**src/rtl/alu_issue_scheduler_pkg.sv**
```systemverilog
//------------------------------------------------------------------------------
// Module   : alu_issue_scheduler_pkg
// Brief    : Shared RS packet width, scheduler parameter defaults and a
//            round-robin index helper.
// Revision : 1.0 - initial release
//------------------------------------------------------------------------------
`default_nettype none

`ifndef RS_WIDTH
`define RS_WIDTH 32
`endif
`ifndef RS_OPCODE_LSB
`define RS_OPCODE_LSB 0
`endif
`ifndef RS_OPCODE_W
`define RS_OPCODE_W 6
`endif
`ifndef ISSUE_CNT_W
`define ISSUE_CNT_W 16
`endif
`ifndef ALU_NUM_REQ
`define ALU_NUM_REQ 4
`endif

package alu_issue_scheduler_pkg;

  localparam int C_RS_W = `RS_WIDTH;

  typedef logic [C_RS_W-1:0] rs_packet_t;

  // Fold an index that overshot the port count by less than n back into range.
  function automatic int rr_wrap(input int idx, input int n);
    return (idx >= n) ? (idx - n) : idx;
  endfunction

endpackage

`default_nettype wire

```
**src/rtl/alu_issue_scheduler_arb.sv**
```systemverilog
//------------------------------------------------------------------------------
// Module   : rr_arbiter
// Brief    : Combinational round-robin priority search starting at base_ptr,
//            ascending and wrapping. Reusable for other functional units.
// Revision : 1.0 - initial release
//------------------------------------------------------------------------------
`default_nettype none

module rr_arbiter
  import alu_issue_scheduler_pkg::*;
#(
  parameter int NUM_REQ = 4,
  parameter int IDX_W   = $clog2(NUM_REQ)
) (
  input  logic [NUM_REQ-1:0] req_valid,
  input  logic [IDX_W-1:0]   base_ptr,
  output logic [NUM_REQ-1:0] grant,
  output logic [IDX_W-1:0]   winner,
  output logic               any_valid
);

  int               w_idx;
  logic [IDX_W-1:0] w_sel;
  logic             w_found;

  // First set request at or after base_ptr (wrapping) wins.
  always_comb begin
    grant     = '0;
    winner    = '0;
    w_found   = 1'b0;
    w_idx     = 0;
    w_sel     = '0;
    any_valid = |req_valid;
    for (int off = 0; off < NUM_REQ; off++) begin
      w_idx = rr_wrap(int'(base_ptr) + off, NUM_REQ);
      w_sel = IDX_W'(w_idx);
      if (!w_found && req_valid[w_sel]) begin
        w_found      = 1'b1;
        grant[w_sel] = 1'b1;
        winner       = w_sel;
      end
    end
  end

endmodule

`default_nettype wire

```
**src/rtl/alu_issue_scheduler.sv**
```systemverilog
//------------------------------------------------------------------------------
// Module   : alu_issue_scheduler
// Brief    : Round-robin issue scheduler sharing one pipelined ALU between
//            NUM_REQ RS issue ports, with a registered issue stage, flush,
//            backpressure and an issued-instruction counter.
// Revision : 1.0 - initial release
//------------------------------------------------------------------------------
`default_nettype none

module alu_issue_scheduler
  import alu_issue_scheduler_pkg::*;
#(
  parameter int NUM_REQ = `ALU_NUM_REQ,
  parameter int IDX_W   = $clog2(NUM_REQ),
  parameter int CNT_W   = `ISSUE_CNT_W
) (
  input  logic                         clk,
  input  logic                         rst,
  input  logic [NUM_REQ-1:0]           req_valid,
  input  logic [NUM_REQ*`RS_WIDTH-1:0] req_info,
  output logic [NUM_REQ-1:0]           req_grant,
  input  logic                         alu_ready,
  input  logic                         flush,
  output logic                         issue_valid,
  output logic [`RS_WIDTH-1:0]         issue_info,
  output logic [CNT_W-1:0]             issue_count
);

  logic             r_issue_valid;
  rs_packet_t       r_issue_info;
  logic [IDX_W-1:0] r_rr_ptr;
  logic [CNT_W-1:0] r_issue_count;

  logic [NUM_REQ-1:0] w_arb_grant;
  logic [IDX_W-1:0]   w_winner;
  logic               w_any_valid;
  logic               w_can_accept;
  logic               w_do_grant;
  logic [IDX_W-1:0]   w_next_ptr;
  rs_packet_t         w_sel_info;

  rr_arbiter #(
    .NUM_REQ (NUM_REQ),
    .IDX_W   (IDX_W)
  ) u_arb (
    .req_valid (req_valid),
    .base_ptr  (r_rr_ptr),
    .grant     (w_arb_grant),
    .winner    (w_winner),
    .any_valid (w_any_valid)
  );

  // Slot is free when not flushing and either empty or draining this cycle;
  // grants are also suppressed while reset is held so nothing is promised.
  always_comb begin
    w_can_accept = !flush && (!r_issue_valid || alu_ready);
    w_do_grant   = rst && w_can_accept && w_any_valid;
    req_grant    = w_do_grant ? w_arb_grant : '0;
    w_next_ptr   = IDX_W'(rr_wrap(int'(w_winner) + 1, NUM_REQ));
    w_sel_info   = req_info[int'(w_winner)*C_RS_W +: C_RS_W];
  end

  // Issue register, round-robin pointer and issued-packet counter.
  always_ff @(posedge clk or negedge rst) begin
    if (!rst) begin
      r_issue_valid <= 1'b0;
      r_issue_info  <= '0;
      r_rr_ptr      <= '0;
      r_issue_count <= '0;
    end else if (w_do_grant) begin
      r_issue_valid <= 1'b1;
      r_issue_info  <= w_sel_info;
      r_rr_ptr      <= w_next_ptr;
      r_issue_count <= r_issue_count + CNT_W'(1);
    end else if (flush || (r_issue_valid && alu_ready)) begin
      r_issue_valid <= 1'b0;
    end
  end

  assign issue_valid = r_issue_valid;
  assign issue_info  = r_issue_info;
  assign issue_count = r_issue_count;

endmodule

`default_nettype wire

```
**config.mk**
```make
export PLATFORM = sky130hd
export DESIGN_NAME = alu_issue_scheduler
export DESIGN_NICKNAME = d
export VERILOG_FILES = /design/src/rtl/alu_issue_scheduler_pkg.sv /design/src/rtl/alu_issue_scheduler_arb.sv /design/src/rtl/alu_issue_scheduler.sv
export SDC_FILE = /design/constraint.sdc
export NUM_CORES = 1
export LEC_CHECK = 0
export ABC_AREA = 1
export CAP_MARGIN = 20
export CORE_ASPECT_RATIO = 1.4
export CORE_UTILIZATION = 33
export DETAILED_ROUTE_END_ITERATION = 8
export PLACE_DENSITY = 0.69
export SLEW_MARGIN = 15
export SYNTH_ARGS = -nofsm -noshare
export SYNTH_HDL_FRONTEND = slang
export SYNTH_SLANG_ARGS = --single-unit
```
**constraint.sdc**
```tcl
create_clock -name clk -period 2.8 [get_ports clk]
set_clock_uncertainty 0.2 [all_clocks]
set_input_delay 0.7 -clock clk [delete_from_list [all_inputs] [get_ports clk]]
set_output_delay 0.7 -clock clk [all_outputs]
set_load 0.05 [all_outputs]
```
**Word-level counts from Yosys, hierarchy flattened**

Cells that the tools add are included.

- Output and inout port bits: 53
- Logic and storage cells: 86
- Bits of input ports: 136
- Flip-flop bits (word level): 51

- Magnitude comparators: 13
- Multiplexer cells: 35
- Bitwise operators: 3
- Reduce and logical (&&, ||, !) cells: 20
- Add/sub/neg operators: 10
- Shift-type cells: 1

Operators with widths:

| kind | count |
|---|---|
| $shiftx 128x8->32 | 1 |
| $mux 4 | 5 |
| $mux 2 | 9 |
| $add 16x1->16 const B | 1 |
| $mux 1 | 13 |
| $ge 3x3->1 const B | 4 |
| $lt 2x3->1 const B | 4 |
| $or 4x4->4 | 3 |
| $logic_and 1x1->1 | 11 |
| $sub 2x1->2 const B | 5 |
| $bmux 1 s2 | 4 |
| $demux 1 s2 | 4 |
| $ge 2x1->1 const B | 4 |
| $add 2x1->3 const B | 2 |
| $add 2x2->3 const B | 2 |
| $logic_not 1->1 | 5 |
| $reduce_or 4->1 | 1 |
| $ge 2x3->1 const B | 1 |
| $logic_or 1x1->1 | 2 |
| $reduce_bool 2->1 | 1 |

**Longest topological paths before layout**

- Depth in word-level cells: 17
- Mapped depth: 17
- Mapped depth without buffers: 15

**Hierarchy**

From an unflattened synthesis, not the netlist that was laid out.

- Cells, all modules: 565
- Area total of the unflattened synthesis: 3838.7 um^2

By module, submodules not included:

| module | seq. area each (um^2) | cells each | times used | area an instance (um^2) |
|---|---|---|---|---|
| alu_issue_scheduler | 1276.2 | 482 | 1 | 3304.4 |
| rr_arbiter | 0.0 | 83 | 1 | 534.3 |

**Worst setup path before layout**

No wires, ideal clock.

- Path type: register -> output
- From: reg r_rr_ptr[1]
- To: out req_grant[0]
- Path buffers: 0
- Data arrival time: 2100 ps
- Setup slack: -200 ps
- Data required time: 1900 ps
- Cell stages (with the launch flop): 14
- Path through: dfrtp_1 -> inv_1 -> ha_1 -> inv_1 -> nand3_2 -> nand2_4 -> inv_2 -> nor2_8 -> nand2_2 -> inv_1 -> nand3_1 -> nand4_1 -> nand2_1 -> inv_1

- Cells in the longest elaborated chain, start to end: 15
- Elaborated cells between the ends (all ways): 60
- Those cells by class: add/sub: 7; order compare: 12; mux: 28; bitwise: 3; reduce/logical: 10

Ends and longest elaborated chain:

| item | line | source |
|---|---|---|
| from (decl) | alu_issue_scheduler.sv:31 | `logic [IDX_W-1:0] r_rr_ptr;` |
| from (signal assigned) | alu_issue_scheduler.sv:73 | `r_rr_ptr <= w_next_ptr;` |
| branches (longest 13 deep; another with $add 2x1->3) | -- |  |
| $mux 4 (*) | alu_issue_scheduler_arb.sv:37 | `if (!w_found && req_valid[w_sel]) begin` |
| $mux 4 (*) | alu_issue_scheduler.sv:58 | `req_grant = w_do_grant ? w_arb_grant : '0;` |
| to (decl) | alu_issue_scheduler.sv:21 | `output logic [NUM_REQ-1:0] req_grant,` |

Every way passes the cells marked *. The select of a mux whose other input is x is not followed.

**Final worst setup path**

- From: reg r_rr_ptr[0]
- To: out req_grant[2]

The elaborated chain is that of the path after synthesis.

==> summary.txt <==
Final layout
  • Layout cells sized above 1: 0.1470
  • Fill cells: around 1100
  • Most common cell after layout, fill and taps aside: nand2_1
  • Commonest non-fill, non-tap cells in the layout: nand2_1, clkdlybuf4s50_1, nand3_1, inv_1, dfrtp_1
  • Area grow syn2layout: 64.14%
  • Nets: 974
  • Number of diodes: 0
  • Final Util: 0.5603

Synthesis
  • Post-synthesis cell type count: 34
  • Synth warnings: 0
  • Post-synth EDFFs: 0
  • Post-synthesis sequential element count: 51
  • Synthesized area: 4075 um^2
  • Post-synth ARST share: 1.000
  • Synth Area per Inst: 6.605 um^2
  • Syn nets: 762
  • Seq/Total Area, Yosys: 0.3132
  • Synth Instances: 617
  • Top_reg_cell synth: dfrtp_1

Timing
  • Minimum clock period: 2.945 ns
  • Tcrit/Tclk final: 1.052
  • RSZ-0062 raised after global routing: true
  • Final setup viols: 4
  • F_max: 339.6 MHz
  • Max Slew Vio Count: 0
  • Fin. Hold Viols: 0
  • Slew margin rel.: 0.5448
  • Final TNS setup: -0.4904 ns
  • Worst slew pin tran: 0.6828 ns
  • Setup ws final: -0.1449 ns

Setup path
  • Critical Path Start: r_rr_ptr[0]
  • WP data required: around 1.9 ns
  • Reg2reg end: issue_info[1]
  • Worst setup SP type: flip-flop
  • Reg2reg start: r_rr_ptr[0]
  • FF-to-FF path depth: 17
  • Max Fanout on Critical Path: 5
  • Setup CP Type: reg2out
  • Reg2reg setup slack: 0.20 ns
  • Arrival @ worst endpoint: 2.04 ns
  • Crit path to: req_grant[2]
  • CP Capture Type: output port

Global route
  • Total grt overflow: 0
  • Pin count of the biggest net entering global routing: 52
  • Overall routing resource usage: 0.2246
  • Vias in the first global route: 4639
  • First-pass GRT wire length: 22420 um
  • Initial antenna violation count: 0

Power
  • Pwr/cell area: 1288 nW/um^2
  • Peak VDD IR: 904.9 uV
  • Leakage: 0.003416 uW

Place
  • Gpl congestion: 0.9295
  • Port buffer count: 188
  • DP HPWL: 10070 um

Clocking
  • Hold_buf cts: 0
  • Root buf cell: clkbuf_16
  • Clk Latency, worst-skew pair: 0.30 ns
  • CTS Sinks: between 50 and 60
  • Clk buf depth: 2
  • H-tree levels: 2
  • CTS tree: done
  • Clock buffer count from CTS: 5
  • Clk pin slew, worst setup/hold paths: 0.08 ns

Drt
  • Iter 0 DRT Violations: 189
  • Router iterations before antenna repair: 4
  • DR vias/cell: 4.782
  • Via count: 4672
  • Wirelength per Cell: roughly 14 um
  • Routed Wire Length: 13760 um
  • Antenna-violating nets left: 0
  • DR DRC count: 0

Job
  • Max Cap Viol: 0

Die
  • Die height: 133.5 um
  • Initial Util: 0.3414
  • Chip width: 95.92 um
  • FP Rows: 47
  • Core Region: 11940 um^2
  • Ports: 189
  • Die area: 12800 um^2

Run status
  • Violations in the final reports: negative setup slack
  • Outcome: finished, violations left

Min path
  • Worst min-delay path class: reg2reg
[critical path, stage by stage (launching register included)]
cell        delay [ns]
dfrtp_2           0.43
inv_8             0.05
ha_4              0.29
nand3_2           0.10
nand2_4           0.11
buf_6             0.10
nor2_4            0.04
a22oi_2           0.19
nand3_2           0.11
nand2_2           0.09
clkinvlp_4        0.08
buf_8             0.15
[metal layers]
metal	GRT usage	up-vias	part of all wire	wire length, um
met4	0.08789	0	0.035	485
met2	0.4226	161	0.54	7368
li1	-	2336	-	-
met5	0	-	0	0
met3	0.03368	34	0.052	715
met1	0.2441	2141	0.38	5194
[logic make-up after synthesis]
family	after synthesis	synth area share
flops	51	0.3132
xor+xnor	15	0.03224
buf+inv	126	0.1428
simple gates	401	0.4584
fa+ha+maj	9	0.02763
compound gates	15	0.02579
[flip-flops by register name, summed over array words and instances (netlist names)]
| register | cells |
|---|---|
| issue_valid | 1 |
| r_rr_ptr | 2 |
| issue_info | 32 |
| issue_count | 16 |
[synthesized netlist by cell type (2+ instances only)]
cell	count	share of area
buf_4	6	0.011
nand2_2	7	0.011
nand3_1	117	0.14
xor2_1	9	0.019
dfrtp_1	51	0.31
nor2_1	12	0.011
inv_1	92	0.085
nor3_1	2	0.0025
nor2_4	2	0.0055
nor2_8	2	0.0098
buf_2	10	0.012
nand2_1	234	0.22
nand2_4	5	0.014
clkbuf_1	6	0.0055
o211ai_1	7	0.013
nand4_1	8	0.012
nand3_2	9	0.022
a22oi_1	2	0.0037
xnor2_1	6	0.013
ha_1	9	0.028
buf_6	7	0.019
inv_6	2	0.0043
[what timing repair did]
| action | in CTS | in global routing |
|---|---|---|
| endpoints found under the hold margin | 0 | 0 |
| pin swaps | 15 | 8 |
| endpoints found under the setup margin | 4 | 11 |
| buffers inserted | 10 | 2 |
| resized for setup | 39 | 11 |
[how the worst min path moves through the flow]
stage | from | endpoint | slack, ns | cells past startpoint
finish | issue_info[29] | issue_info[29] | 0.28 | 2
global route | issue_info[29] | issue_info[29] | 0.30 | 2
CTS | issue_info[26] | issue_info[26] | 0.28 | 2
detailed placement | issue_info[8] | issue_info[8] | 0.26 | 2
global placement | issue_info[6] | issue_info[6] | 0.26 | 2
floorplan | rst | issue_count[0] | 0.20 | 0
[through the flow]
| step | cells | total power, uW | setup slack, ns | instance area (um^2) | hold slack [ns] |
|---|---|---|---|---|---|
| 2_1_floorplan | 617 | 5665 | 0.01570 | 4105 | 0.2044 |
| 3_3_place_gp | 957 | 7402 | -0.4430 | 6295 | 0.2634 |
| 3_5_place_dp | 957 | 7526 | -0.5517 | 6295 | 0.2641 |
| 4_1_cts | 975 | 8553 | -0.1415 | 6650 | 0.2831 |
| 5_1_grt | 977 | 9279 | -0.2283 | 6689 | 0.3029 |
| 6_report | 977 | 8616 | -0.1449 | 6689 | 0.2814 |
[report_power, final]
| part | switching, uW | total (uW) | internal [uW] |
|---|---|---|---|
| Sequential | 205 | 1220 | 1020 |
| Clock | 301 | 729 | 427 |
| Combinational | 4140 | 6670 | 2530 |
[layout make-up]
class                   count  area [um^2]  area share
repair buffers            235         2335      0.3490
clock inverters             3        47.55    0.007108
inverters                  96        396.6     0.05930
clock buffers               5        125.1     0.01871
flip-flops and latches     51         1277      0.1910
well taps                 147        183.9     0.02750
multi-input cells         440         2323      0.3474
(Power assumes the default switching activity.)
